[config.mk]
export PLATFORM = sky130hd
export DESIGN_NAME = sram_rd_stream
export DESIGN_NICKNAME = d
export VERILOG_FILES = /design/src/rtl/sram_rd_pkg.sv /design/src/rtl/rd_skid_fifo.sv /design/src/rtl/sram_rd_stream.sv
export SDC_FILE = /design/constraint.sdc
export NUM_CORES = 1
export LEC_CHECK = 0
export ABC_AREA = 1
export BUFFER_PORTS_ARGS = -buffer_cell sky130_fd_sc_hd__buf_2
export CORE_ASPECT_RATIO = 0.75
export CORE_UTILIZATION = 30
export CTS_BUF_LIST = sky130_fd_sc_hd__clkbuf_16
export DETAILED_ROUTE_END_ITERATION = 16
export SLEW_MARGIN = 20
export SYNTH_ARGS = -nofsm -noshare
export SYNTH_HDL_FRONTEND = slang
export SYNTH_HIERARCHICAL = 1
export SYNTH_SLANG_ARGS = --single-unit
[constraint.sdc]
create_clock -name CLK -period 5.95 [get_ports CLK]
set_input_delay 0.8925 -clock CLK [delete_from_list [all_inputs] [get_ports CLK]]
set_output_delay 0.8925 -clock CLK [all_outputs]
set_load 0.01 [all_outputs]
[src/rtl/sram_rd_pkg.sv]
// sram_rd_pkg: shared widths, FSM encoding and address helper for the
// SRAM read streamer (sram_rd_stream) and its output buffer (rd_skid_fifo).
package sram_rd_pkg;

    localparam int DATA_W = 128;  // word width, matches SRAM D/Q
    localparam int ADDR_W = 11;   // 2048-word macro
    localparam int LEN_W  = 12;   // run length 0..2048
    localparam int FIFO_D = 2;    // output buffer depth
    localparam int CNT_W  = $clog2(FIFO_D + 1);

    typedef enum logic [1:0] {
        ST_IDLE  = 2'd0,
        ST_RUN   = 2'd1,
        ST_DRAIN = 2'd2
    } sram_rd_state_e;

    // Next read address; the add wraps naturally at 2^ADDR_W.
    function automatic logic [ADDR_W-1:0] next_addr(input logic [ADDR_W-1:0] addr,
                                                    input logic [ADDR_W-1:0] step);
        return addr + step;
    endfunction

endpackage

[src/rtl/rd_skid_fifo.sv]
// rd_skid_fifo: 2-entry register FIFO that absorbs the SRAM read latency and
// downstream stalls. Push and pop in the same cycle are allowed; the head
// word stays put until it is popped. The producer never pushes when full.
module rd_skid_fifo
    import sram_rd_pkg::*;
#(
    parameter int W = DATA_W
) (
    input  logic             CLK,
    input  logic             reset,
    input  logic             push,
    input  logic [W-1:0]     push_data,
    input  logic             pop,
    output logic [W-1:0]     head,
    output logic [CNT_W-1:0] count
);

    localparam int PTR_W = $clog2(FIFO_D);

    logic [W-1:0]     mem [FIFO_D];
    logic [PTR_W-1:0] wr_ptr;
    logic [PTR_W-1:0] rd_ptr;

    // Pointer and occupancy bookkeeping; a simultaneous push+pop leaves count unchanged.
    always_ff @(posedge CLK or posedge reset) begin
        if (reset) begin
            wr_ptr <= '0;
            rd_ptr <= '0;
            count  <= '0;
        end else begin
            if (push) begin
                wr_ptr <= wr_ptr + PTR_W'(1);
            end
            if (pop) begin
                rd_ptr <= rd_ptr + PTR_W'(1);
            end
            case ({push, pop})
                2'b10:   count <= count + CNT_W'(1);
                2'b01:   count <= count - CNT_W'(1);
                default: count <= count;
            endcase
        end
    end

    // Data storage; contents need no reset because count gates visibility.
    always_ff @(posedge CLK) begin
        if (push) begin
            mem[wr_ptr] <= push_data;
        end
    end

    assign head = mem[rd_ptr];

endmodule

[src/rtl/sram_rd_stream.sv]
// sram_rd_stream: read-side master for the 128b x 2048 SRAM macro. Fetches a
// run of len words starting at base_addr and presents them on a valid/ready
// stream through a 2-entry buffer.
//
// Stream handshake: a beat transfers on a rising CLK edge where out_valid and
// out_ready are both high; while out_valid is high and out_ready low,
// out_valid and out_data hold steady, and out_valid never depends on out_ready.
//
// Build option SRAM_RD_STRIDE_EN: adds a stride input sampled with start; the
// read address then advances by stride (mod 2048) instead of by 1.
module sram_rd_stream
    import sram_rd_pkg::*;
(
    input  logic              CLK,
    input  logic              reset,
    input  logic              start,
    input  logic [ADDR_W-1:0] base_addr,
    input  logic [LEN_W-1:0]  len,
`ifdef SRAM_RD_STRIDE_EN
    input  logic [ADDR_W-1:0] stride,
`endif
    output logic              busy,
    output logic              done,
    output logic              sram_cen,
    output logic              sram_ren,
    output logic [ADDR_W-1:0] sram_a1,
    input  logic [DATA_W-1:0] sram_q,
    output logic [DATA_W-1:0] out_data,
    output logic              out_valid,
    input  logic              out_ready,
    output sram_rd_state_e    state_dbg
);

    sram_rd_state_e    state;
    sram_rd_state_e    state_next;
    logic [ADDR_W-1:0] cur_addr;
    logic [ADDR_W-1:0] step;
    logic [LEN_W-1:0]  remaining;
    logic              inflight;   // a read was issued last cycle; sram_q is valid now
    logic              done_r;
    logic [CNT_W-1:0]  fifo_count;
    logic [2:0]        occ;        // buffered + in flight, after this cycle's pop
    logic              accept;
    logic              issue;
    logic              pop;
    logic              last_pop;

    assign accept    = (state == ST_IDLE) && start;
    assign pop       = out_valid && out_ready;
    assign occ       = 3'(fifo_count) + 3'(inflight) - 3'(pop);
    assign issue     = (state == ST_RUN) && (remaining != '0) && (occ < 3'd2);
    // The final beat leaves only when nothing else is buffered or still returning.
    assign last_pop  = pop && (fifo_count == CNT_W'(1)) && !inflight;
    assign out_valid = (fifo_count != '0);
    assign state_dbg = state;

`ifdef SRAM_RD_STRIDE_EN
    logic [ADDR_W-1:0] stride_r;

    // Stride is part of the run descriptor and is captured with it.
    always_ff @(posedge CLK or posedge reset) begin
        if (reset) begin
            stride_r <= '0;
        end else if (accept) begin
            stride_r <= stride;
        end
    end

    assign step = stride_r;
`else
    assign step = ADDR_W'(1);
`endif

    // State register.
    always_ff @(posedge CLK or posedge reset) begin
        if (reset) begin
            state <= ST_IDLE;
        end else begin
            state <= state_next;
        end
    end

    // Next-state: a zero-length start never leaves IDLE; RUN ends on the last issue.
    always_comb begin
        state_next = state;
        case (state)
            ST_IDLE: begin
                if (start && (len != '0)) begin
                    state_next = ST_RUN;
                end
            end
            ST_RUN: begin
                if (issue && (remaining == LEN_W'(1))) begin
                    state_next = ST_DRAIN;
                end
            end
            ST_DRAIN: begin
                if (last_pop) begin
                    state_next = ST_IDLE;
                end
            end
            default: state_next = ST_IDLE;
        endcase
    end

    // Outputs: SRAM strobes are asserted only in an issue cycle.
    always_comb begin
        busy     = (state != ST_IDLE);
        done     = done_r;
        sram_cen = !issue;
        sram_ren = !issue;
        sram_a1  = issue ? cur_addr : '0;
    end

    // Run descriptor, address walk, read-latency tracking and done pulse.
    always_ff @(posedge CLK or posedge reset) begin
        if (reset) begin
            cur_addr  <= '0;
            remaining <= '0;
            inflight  <= 1'b0;
            done_r    <= 1'b0;
        end else begin
            if (accept) begin
                cur_addr  <= base_addr;
                remaining <= len;
            end else if (issue) begin
                cur_addr  <= next_addr(cur_addr, step);
                remaining <= remaining - LEN_W'(1);
            end
            inflight <= issue;
            done_r   <= (accept && (len == '0)) || ((state == ST_DRAIN) && last_pop);
        end
    end

    // Output buffer: the word returned by the SRAM is captured the cycle after its issue.
    rd_skid_fifo #(
        .W(DATA_W)
    ) u_fifo (
        .CLK       (CLK),
        .reset     (reset),
        .push      (inflight),
        .push_data (sram_q),
        .pop       (pop),
        .head      (out_data),
        .count     (fifo_count)
    );

endmodule

* After elaboration in Yosys (flattened, before gate mapping) *
Memory sizes are Yosys's and may differ from the RTL's.
Cells that the tools add are included.
W data, S select, Z words.

word-level totals
  logic and storage cells = 61
  bits of input ports = 155
  register bits after elaboration = 31
  output and inout bits = 146
  memories kept = 1
  bits in writable memories = 256

cells by class
  muxes and demuxes = 12
  add/subtract/negate cells = 8
  $lt $le $gt $ge = 1
  eq/ne operators = 9
  reductions and logical operators = 22

memories
  memory      words  bits a word  read ports  clocked after Yosys merged registers in  wr ports  RTL line            source
  u_fifo.mem  2      128          1           0                                        1         rd_skid_fifo.sv:20  logic [W-1:0] mem [FIFO_D];

operators with widths
  kind                     count
  $mux W11                 3
  $mux W12                 2
  $reduce_bool A12 Y1      2
  $eq A12 B1 Y1 const B    1
  $logic_not A12 Y1        1
  $sub A12 B1 Y12 const B  1
  $add A11 B1 Y11 const B  1
  $logic_and A1 B1 Y1      10
  $reduce_bool A2 Y1       4
  $eq A2 B1 Y1 const B     3
  $mux W2                  3
  $pmux W2 S3              1
  $eq A2 B2 Y1 const B     2
  $ne A2 B1 Y1 const B     2
  $pmux W2 S2              1
  $add A2 B1 Y3            1
  $lt A3 B2 Y1 const B     1
  $reduce_and A3 Y1        1
  $sub A3 B1 Y3            1
  $add A1 B1 Y1 const B    2
  $add A2 B1 Y2 const B    1
  $logic_not A1 Y1         2
  $logic_not A2 Y1         1
  $mux W1                  2
  3 further kinds          3

* Longest topological paths before layout *
Gate-level depths: netlist (run 1).

  depth in word-level cells = 8
  mapped depth = 12
  mapped depth without buffers = 12

* Cells and area by module *
Netlist (run 1), hierarchy kept.

modules (own cells, without submodules)
  module          sequential area each (um^2)  area an instance (um^2)  instances  cells an instance
  rd_skid_fifo    7787.5                       9653.0                   1          691
  sram_rd_stream  675.6                        2104.5                   1          330

* Worst setup path after synthesis (run 1) *
No wires, ideal clock.

  path type = reg-to-reg
  start point = reg inflight
  end point = mem u_fifo/mem[0][0] in the netlist's numbering, enable pin
  arrival = 5.791 ns
  setup time = 0.617 ns
  path buffers = 0
  cell stages (with the launch flop) = 3
  clock period less this slack = 6.408 ns
  setup slack = -0.458 ns
  cells stage by stage = dfrtp_1 inv_1 nor2_1

between the ends
  longest elaborated chain between the ends = 2

ends and longest elaborated chain
  item                           RTL line               source
  from (decl)                    sram_rd_stream.sv:39   logic inflight;
  from (signal assigned)         sram_rd_stream.sv:130  inflight <= issue;
  $mux W1                        rd_skid_fifo.sv:47     if (push) begin
  $mux W1 (not written as such)  rd_skid_fifo.sv:48     mem[wr_ptr] <= push_data;
  to (decl)                      rd_skid_fifo.sv:20

Every way passes these cells.

* Worst setup path in the final report (run 1) *
  start point = reg u_fifo.count[1]
  end point = out sram_a1[9]

between the ends
  longest elaborated chain between the ends = 6

ends and longest elaborated chain
  item                    RTL line               source
  from (decl)             rd_skid_fifo.sv:15     output logic [CNT_W-1:0] count
  from (signal assigned)  rd_skid_fifo.sv:38     2'b10: count <= count + CNT_W'(1);
  from (signal assigned)  rd_skid_fifo.sv:39     2'b01: count <= count - CNT_W'(1);
  from (signal assigned)  rd_skid_fifo.sv:40     default: count <= count;
  $reduce_bool A2 Y1      sram_rd_stream.sv:54   assign out_valid = (fifo_count != '0);
  $logic_and A1 B1 Y1     sram_rd_stream.sv:49   assign pop = out_valid && out_ready;
  net pop                 sram_rd_stream.sv:45   logic pop;
  $sub A3 B1 Y3           sram_rd_stream.sv:50   assign occ = 3'(fifo_count) + 3'(inflight) - 3'(pop);
  $lt A3 B2 Y1            sram_rd_stream.sv:51   assign issue = (state == ST_RUN) && (remaining != '0) && (occ < 3'd2);
  $logic_and A1 B1 Y1     sram_rd_stream.sv:51
  $mux W11                sram_rd_stream.sv:112  sram_a1 = issue ? cur_addr : '0;
  to (decl)               sram_rd_stream.sv:26   output logic [ADDR_W-1:0] sram_a1,

The timed path passes the listed nets, and every way through them passes these cells.

==> results of run 1 <==
-- cells in the final DEF (no fill, tap or decap), types with 2 or more instances in the layout --
master | synthesis | final
nand3_1 | 44 | 44
nand2_1 | 254 | 254
ha_1 | 5 | 5
dfrtp_1 | 31 | 30
clkinv_2 | 0 | 3
nand4_1 | 4 | 4
nor2_1 | 42 | 41
nand2_2 | 8 | 8
nor2_2 | 4 | 4
inv_1 | 169 | 175
clkbuf_16 | 0 | 29
xnor2_1 | 2 | 2
edfxtp_1 | 256 | 256
o21ai_0 | 138 | 138
bufinv_16 | 0 | 4
buf_2 | 19 | 300
xor2_1 | 5 | 5
clkinv_1 | 0 | 7
o21ai_2 | 10 | 10
buf_4 | 15 | 5
-- cells by family (layout without fill, tap and decap cells) --
group | count (synthesis) | in the layout | share of synthesized area [%]
buf+inv | 208 | 528 | 7.449
xor+xnor | 7 | 7 | 0.5215
simple gates | 361 | 361 | 12.48
compound gates | 152 | 152 | 6.864
flops | 287 | 287 | 71.98
fa+ha+maj | 6 | 6 | 0.7024
-- final timing paths --
check	start	to	slack, ns	cells after the start
setup / recovery	u_fifo/count[1]$_DFFE_PP0P_	sram_a1[9]	2.07	10
hold / removal	reset	u_fifo/rd_ptr$_DFFE_PP0P_	0.22	2
min in group CLK	sram_q[89]	u_fifo/mem[1][89]$_DFFE_PP_	0.51	1
hold reg to reg	u_fifo/wr_ptr$_DFFE_PP0P_	u_fifo/wr_ptr$_DFFE_PP0P_	0.54	1
max in group asynchronous	reset	cur_addr[6]$_DFFE_PP0P_	5.25	3
setup reg to reg	u_fifo/count[1]$_DFFE_PP0P_	remaining[2]$_DFFE_PP0P_	3.01	12
-- flip-flops by register name, summed over array words and instances (netlist names) --
signal and flops:
remaining 12, u_fifo/count 2, cur_addr 11, done 1, u_fifo/mem 256, u_fifo/wr_ptr 1
inflight 1, state_dbg 2, u_fifo/rd_ptr 1
-- metal layers --
layer | GRT usage (%) | part of all wire [%]
met1 | 17.17 | 44
met2 | 20.54 | 46
met3 | 3.240 | 7.3
met4 | 3.366 | 2.5
met5 | 0 | 0.050
-- cell type report --
| cell class | instances | area, um^2 |
|---|---|---|
| flip-flops and latches | 287 | 8467 |
| well taps | 512 | 640.6 |
| repair buffers | 306 | 1559 |
| fillers | 3815 | 23800 |
| clock buffers | 29 | 725.7 |
| clock inverters | 23 | 215.2 |
| multi-input cells | 526 | 2426 |
| inverters | 170 | 643.1 |
-- power by group through the flow --
stage	combinational (mW)	sequential [mW]	clock, mW
final	2.53	2.94	1.80
after global routing	2.85	2.99	1.95
after detailed placement	2.57	2.98	0
after global placement	2.52	2.97	0
after CTS	2.58	2.94	1.88
after floorplan	1.75	2.94	0
-- worst register-to-register path, cell delays in order (launching register included) --
cell	delay, ns
dfrtp_1	0.52
o21a_1	0.26
nand2_1	0.08
o21ai_0	0.08
nand2_1	0.09
fa_1	0.42
xor2_1	0.16
nor2_1	0.13
nand2_2	0.32
nand2_4	0.45
inv_1	0.18
nand2_1	0.10
nand2_1	0.05
-- synth_stat cells (all sizes together) (2+ instances only) --
master,n
buf,36
nand3,44
xor2,5
ha,5
nand4,4
o21ai,148
dfrtp,31
clkbuf,2
nand2,263
edfxtp,256
nor2,46
xnor2,2
inv,170
-- per-stage QoR --
stage	worst slack [ns]	power (mW)	util, %	instance area, um^2
2_1_floorplan	1.717	4.688	-	11760
3_3_place_gp	2.329	5.489	35.70	13740
3_5_place_dp	2.255	5.554	35.70	13740
4_1_cts	2.046	7.399	38.14	14680
5_1_grt	1.727	7.795	38.14	14680
6_report	2.065	7.266	38.14	14680
==> metrics, run 1 <==
worst slew pin tran=about 0.96 ns; Post-DP HPWL=between 15000 and 20000 um; clock power share=approximately 25%; Gate power share=34.8%; total I/O pin count=301; P_sw=between 2 and 3 mW; Avg Inst Size Synth=11.52 um^2; Final Max Slew Viols=0; post-CTS sizing=0; PD cells=between 400 and 500 nW/um^2; post-route ant nets=0; ant diodes=0; Syn Nets=1182; WHS=0.2235 ns; area leader, netlist=edfxtp_1; total congestion overflow=0; Worst EP required=5.06 ns; P&R area growth vs syn=24.83%; Slew headroom=a little over a third; Reg power frac=40.4%; final cell count without fillers=1853; Crit path buffers/inverters=1; Tmin final=~3.9 ns; TritonCTS clock tree=built; status=finished clean; Worst Path Max Fanout=22; root buf cell=clkbuf_16; Placed Instances=roughly 1800; Setup Viol. Count Final=0; Mapped Area=11760 um^2; #FFs+latches synth=287; Mapped Cells=roughly 1000; Yosys top cell area share=65.38%; sw frac=36.66%; clk slew on worst S/H paths=0.06 ns; Max H-tree Level=1; Top Family by Delay on Critical Path=simple AND/OR/NAND/NOR gates; Internal=4.602 mW; clock latency on the worst-skew pair=0.56 ns; Critical Path Max Stage Delay=0.52 ns; critical path arrival=2.99 ns; Overall Global Routing Usage=about 13%; via count=~8000; Routed WL=approximately 26000 um; Slowest cell on crit path=dfrtp_1; final critical-path share of the clock period=65.29%; TritonCTS Buffers=29; Synth cell types=29; GP Congestion=0.8425; critical path, cell by cell=o21a_1, nand2_1, o21ai_0, nand2_1, fa_1, xor2_1, nor2_1, nand2_2, nor2_1, buf_2; number of global-route vias before repair=7442; FMAX=between 200 and 300 MHz; Startpoint Class=register; Synth area leaders=edfxtp_1, nand2_1, dfrtp_1; Seq/Total Area, Yosys=71.98%; YS warnings=6; Detailed Route Iter0 Violations=448; initial antenna violation count=4; vias per inst=4.303; TNS Setup=0 ns; max_cap viols=0; Static Leak=~6.4 nW; global-route wire length before repair=between 40000 and 50000 um; IO Port Bufs=300; Clock Sinks=about 290; layout cells sized above 1=27.74%; async set-reset flop share out of synthesis=10.80%; hold buffer count at CTS=0; Die ar.=40000 um^2; DRC Markers=0; Post-CTS Setup Inserts=0; Die H=approximately 170 um; Main synth FF type=edfxtp_1; final hold violations=0; Final nets=approximately 1500; Core Box Area=38480 um^2; largest net degree at the start of global routing=127; Hold Path Class=input pin to async pin; Die Span X=230.6 um; wire length per cell=about 14 um; Initial DRT Pass Iterations=5; std cell rows=62; skew final=just under 0.008 ns; Initial Util=30.56%; Bufs on Longest Clock Path=3; EDFF count, synth=256; WS Path Type=register to primary output; maximum VDD drop=0.0002861 V; Crit. End Element=primary output; RSZ-0062 raised after global routing=false
(Power assumes the default switching activity.)
==> run 2, diff against run 1 <==
ABC_AREA = 0   (was 1)
clock period = 3.3 ns   (was 5.95 ns; I/O delays follow)
==> run 2 against run 1 <==
Effect of this change:
- clock skew is 0.0032 ns higher
- critical path type unchanged
- critical endpoint is now sram_cen
- sequential share of layout area is 1.5 points higher
- routed wire length is 3.9% lower
- largest cell class unchanged
- worst setup slack worse by 1.9 ns
- critical path depth is 2 lower
- via count is 19% lower
- power is 78% higher
- global-route usage is 0.11 points lower
- sequential cell count stayed put
- synthesized cell count is 41% lower
- clock power is 91% higher
- sequential power is 79% higher
==> metrics, run 2 <==
Die Span X=224.7 um (-2.6%); setup ws final=0.1433 ns (-1.922 ns); YS warnings=6 (unchanged); WS Path Type=register to primary output; TNS Setup=0 ns (unchanged); number of global-route vias before repair=6336 (-15%); Yosys top cell area share=68.91% (+3.5 points); metal3 WL=2145 um (+12%); critical path arrival=2.66 ns (-0.33 ns); Startpoint Class=register; EDFF count, synth=256 (unchanged); worst slew pin tran=0.6029 ns (-0.3610 ns); Final nets=1088 (-27%); TritonCTS clock tree=built; IO Port Bufs=300 (unchanged); Tmin final=3.157 ns; wl on met1=11050 um (-4.2%); FMAX=around 320 MHz; Crit. End Element=primary output; std cell rows=60 (-3.2%); Biggest register=u_fifo/mem; Design Power=12.90 mW (+78%); sw frac=31.87% (-4.8 points); registers with the most flip-flops=u_fifo/mem x256, remaining x12, cur_addr x11; #FFs+latches synth=287 (unchanged); uppermost layer routed=met5; total I/O pin count=301 (unchanged); max_cap viols=0 (unchanged); P_sw=4.111 mW (+54%); Clock Sinks=287 (unchanged); maximum VDD drop=0.0006247 V (+120%); Seq/Total Area, Yosys=75.86% (+3.9 points); final hold violations=0 (unchanged); skew final=0.01103 ns (+0.003166 ns); root buf cell=clkbuf_16; global-route wire length before repair=37050 um (-9.1%); Placed Instances=1385 (-23%); top cells by count, synth=edfxtp_1, mux2_2, dfrtp_1; Hold Path Class=input pin to register; final critical-path share of the clock period=95.66%; most frequent cells in the layout=buf_2, edfxtp_1, mux2_2; PD cells=901.4 nW/um^2 (+82%); clk slew on worst S/H paths=0.06 ns (about the same); area leader, netlist=edfxtp_1; Initial Util=30.77% (+0.21 points); clock latency on the worst-skew pair=0.58 ns (+0.02 ns); Avg Inst Size Synth=18.53 um^2 (+61%); initial antenna violation count=5 (+1); dpl ws=0.1947 ns (-2.060 ns); Detailed Route Iter0 Violations=366 (-18%); largest net degree at the start of global routing=71 (-44%); Die H=169 um (-2.6%); TritonCTS Buffers=31 (+6.9%); Mapped Area=11160 um^2 (-5.1%); Main synth FF type=edfxtp_1; Gate power share=32.6% (-2.2 points); via count=6480 (-19%); commonest non-fill, non-tap cell in the layout=buf_2; met2 WL=11590 um (-4.1%); DRC Markers=0 (unchanged); Overall Global Routing Usage=12.68% (-0.11 points); wire length per cell=17.36 um (+23%); Synth area leaders=edfxtp_1, mux2_2, dfrtp_1; Final Max Slew Viols=0 (unchanged); Internal=8.788 mW (+91%); Post-DP Area=13230 um^2 (-3.7%); GP Congestion=0.8425 (unchanged); count leader, synth=edfxtp_1; clock power share=26.6% (+1.8 points); Worst EP required=2.80 ns (-2.26 ns); Reg power frac=40.8% (+0.4 points); P&R area growth vs syn=28.28%; Post-DP HPWL=16800 um (-4.6%); cell area after layout=14310 um^2 (-2.5%); Setup Viol. Count Final=0 (unchanged); Static Leak=5.460 nW (-15%); Initial DRT Pass Iterations=4 (-1); Die ar.=37970 um^2 (-5.1%); Slew headroom=59.75% (+24 points); Mapped Cells=602 (-41%); final cell count without fillers=1450 (-22%); Synth cell types=49 (+69%); Bufs on Longest Clock Path=3 (unchanged); async set-reset flop share out of synthesis=10.80% (unchanged); Max H-tree Level=1 (unchanged); vias per inst=4.469 (+3.8%); layout cells sized above 1=53.05% (+25 points); status=finished clean; total congestion overflow=0 (unchanged); final-layout fill cell count=3395 (-11%); Worst Path Max Fanout=18 (-18%); Core Box Area=36260 um^2 (-5.8%); Routed WL=25170 um (-3.9%); post-route ant nets=0 (unchanged); Syn Nets=763 (-35%); number of flip-flops under the largest register name=256 (unchanged)
==> run 2: cell types whose count changed in the layout (fill, tap and decap cells not counted), moves of 7 or more <==
cell | before | now
inv_1 | 175 | 13
a221o_1 | 0 | 7
nand2_2 | 8 | 0
nand2_1 | 254 | 20
o21ai_0 | 138 | 6
and3_1 | 0 | 15
nor2_1 | 41 | 12
mux2_2 | 0 | 128
o21ai_2 | 10 | 0
nor3_1 | 1 | 8
nand3_1 | 44 | 6
==> run 2: cell families after synthesis <==
| logic type | after synthesis | synth area share, % |
|---|---|---|
| simple gates | 97 | 4.857 |
| compound gates | 40 | 2.647 |
| xor+xnor | 11 | 0.8636 |
| flops | 287 | 75.86 |
| mux | 128 | 12.92 |
| fa+ha+maj | 6 | 0.7402 |
| buf+inv | 33 | 2.109 |
==> run 2: stage by stage <==
step	utilization (%)	hold WS [ns]
6_report	39.47	0.1040
5_1_grt	39.46	0.05481
4_1_cts	39.38	0.06659
3_5_place_dp	36.49	0.4404
3_3_place_gp	36.49	0.4381
2_1_floorplan	-	0.2611
==> run 2: worst max-delay path, cell delays in order (launching register included) <==
cell and delay [ns]:
dfrtp_2 0.44, and3b_2 0.27, o21ai_1 0.09, fa_1 0.50, nand3b_1 0.12, or2_4 0.30
nor2_4 0.12, inv_4 0.10, buf_2 0.15
==> run 2: routing by layer <==
metal	global-route usage, %	vias to the layer above
li1	-	3020
met1	17.12	3187
met2	19.81	231
met3	4.201	38
met4	2.662	4
met5	0	-
==> run 2: power groups by stage <==
stage	clock network, mW	logic, mW	registers [mW]
floorplan	0	2.83	5.23
global placement	0	4.16	5.30
detailed placement	0	4.19	5.33
CTS	3.55	4.26	5.26
global route	3.72	4.57	5.34
finish	3.43	4.21	5.26
==> run 2: path summary, 6_finish.rpt <==
path | start | to | slack [ns] | cells past startpoint
min in group asynchronous | reset | u_fifo/count[1]$_DFFE_PP0P_ | 0.41 | 3
setup / recovery | u_fifo/count[0]$_DFFE_PP0P_ | sram_cen | 0.14 | 8
setup reg to reg | u_fifo/count[0]$_DFFE_PP0P_ | remaining[11]$_DFFE_PP0P_ | 0.30 | 9
hold / removal | sram_q[24] | u_fifo/mem[0][24]$_DFFE_PP_ | 0.10 | 1
max in group asynchronous | reset | cur_addr[2]$_DFFE_PP0P_ | 2.32 | 3
hold reg to reg | inflight$_DFF_PP0_ | u_fifo/wr_ptr$_DFFE_PP0P_ | 0.54 | 1
==> run 2: repair_timing <==
action | CTS | global route
hold endpoints to repair | 4 | 0
gates resized for setup | 2 | 4
hold buffers | 1 | 0
endpoints found under the setup margin | 2 | 13
buffers inserted | 1 | 3
pin swaps | 1 | 1
==> run 2: area by class of cell <==
cell class                      count  area, um^2  share of cell area (%)
Tap cell                          496       620.6                   4.337
Sequential cell                   287        8469                   59.18
Timing Repair Buffer              315        1679                   11.73
Multi-Input combinational cell    282        2471                   17.27
Antenna cell                        2       5.005                 0.03497
Clock inverter                     26       224.0                   1.565
Inverter                           10       40.04                  0.2798
Clock buffer                       32       800.8                   5.596
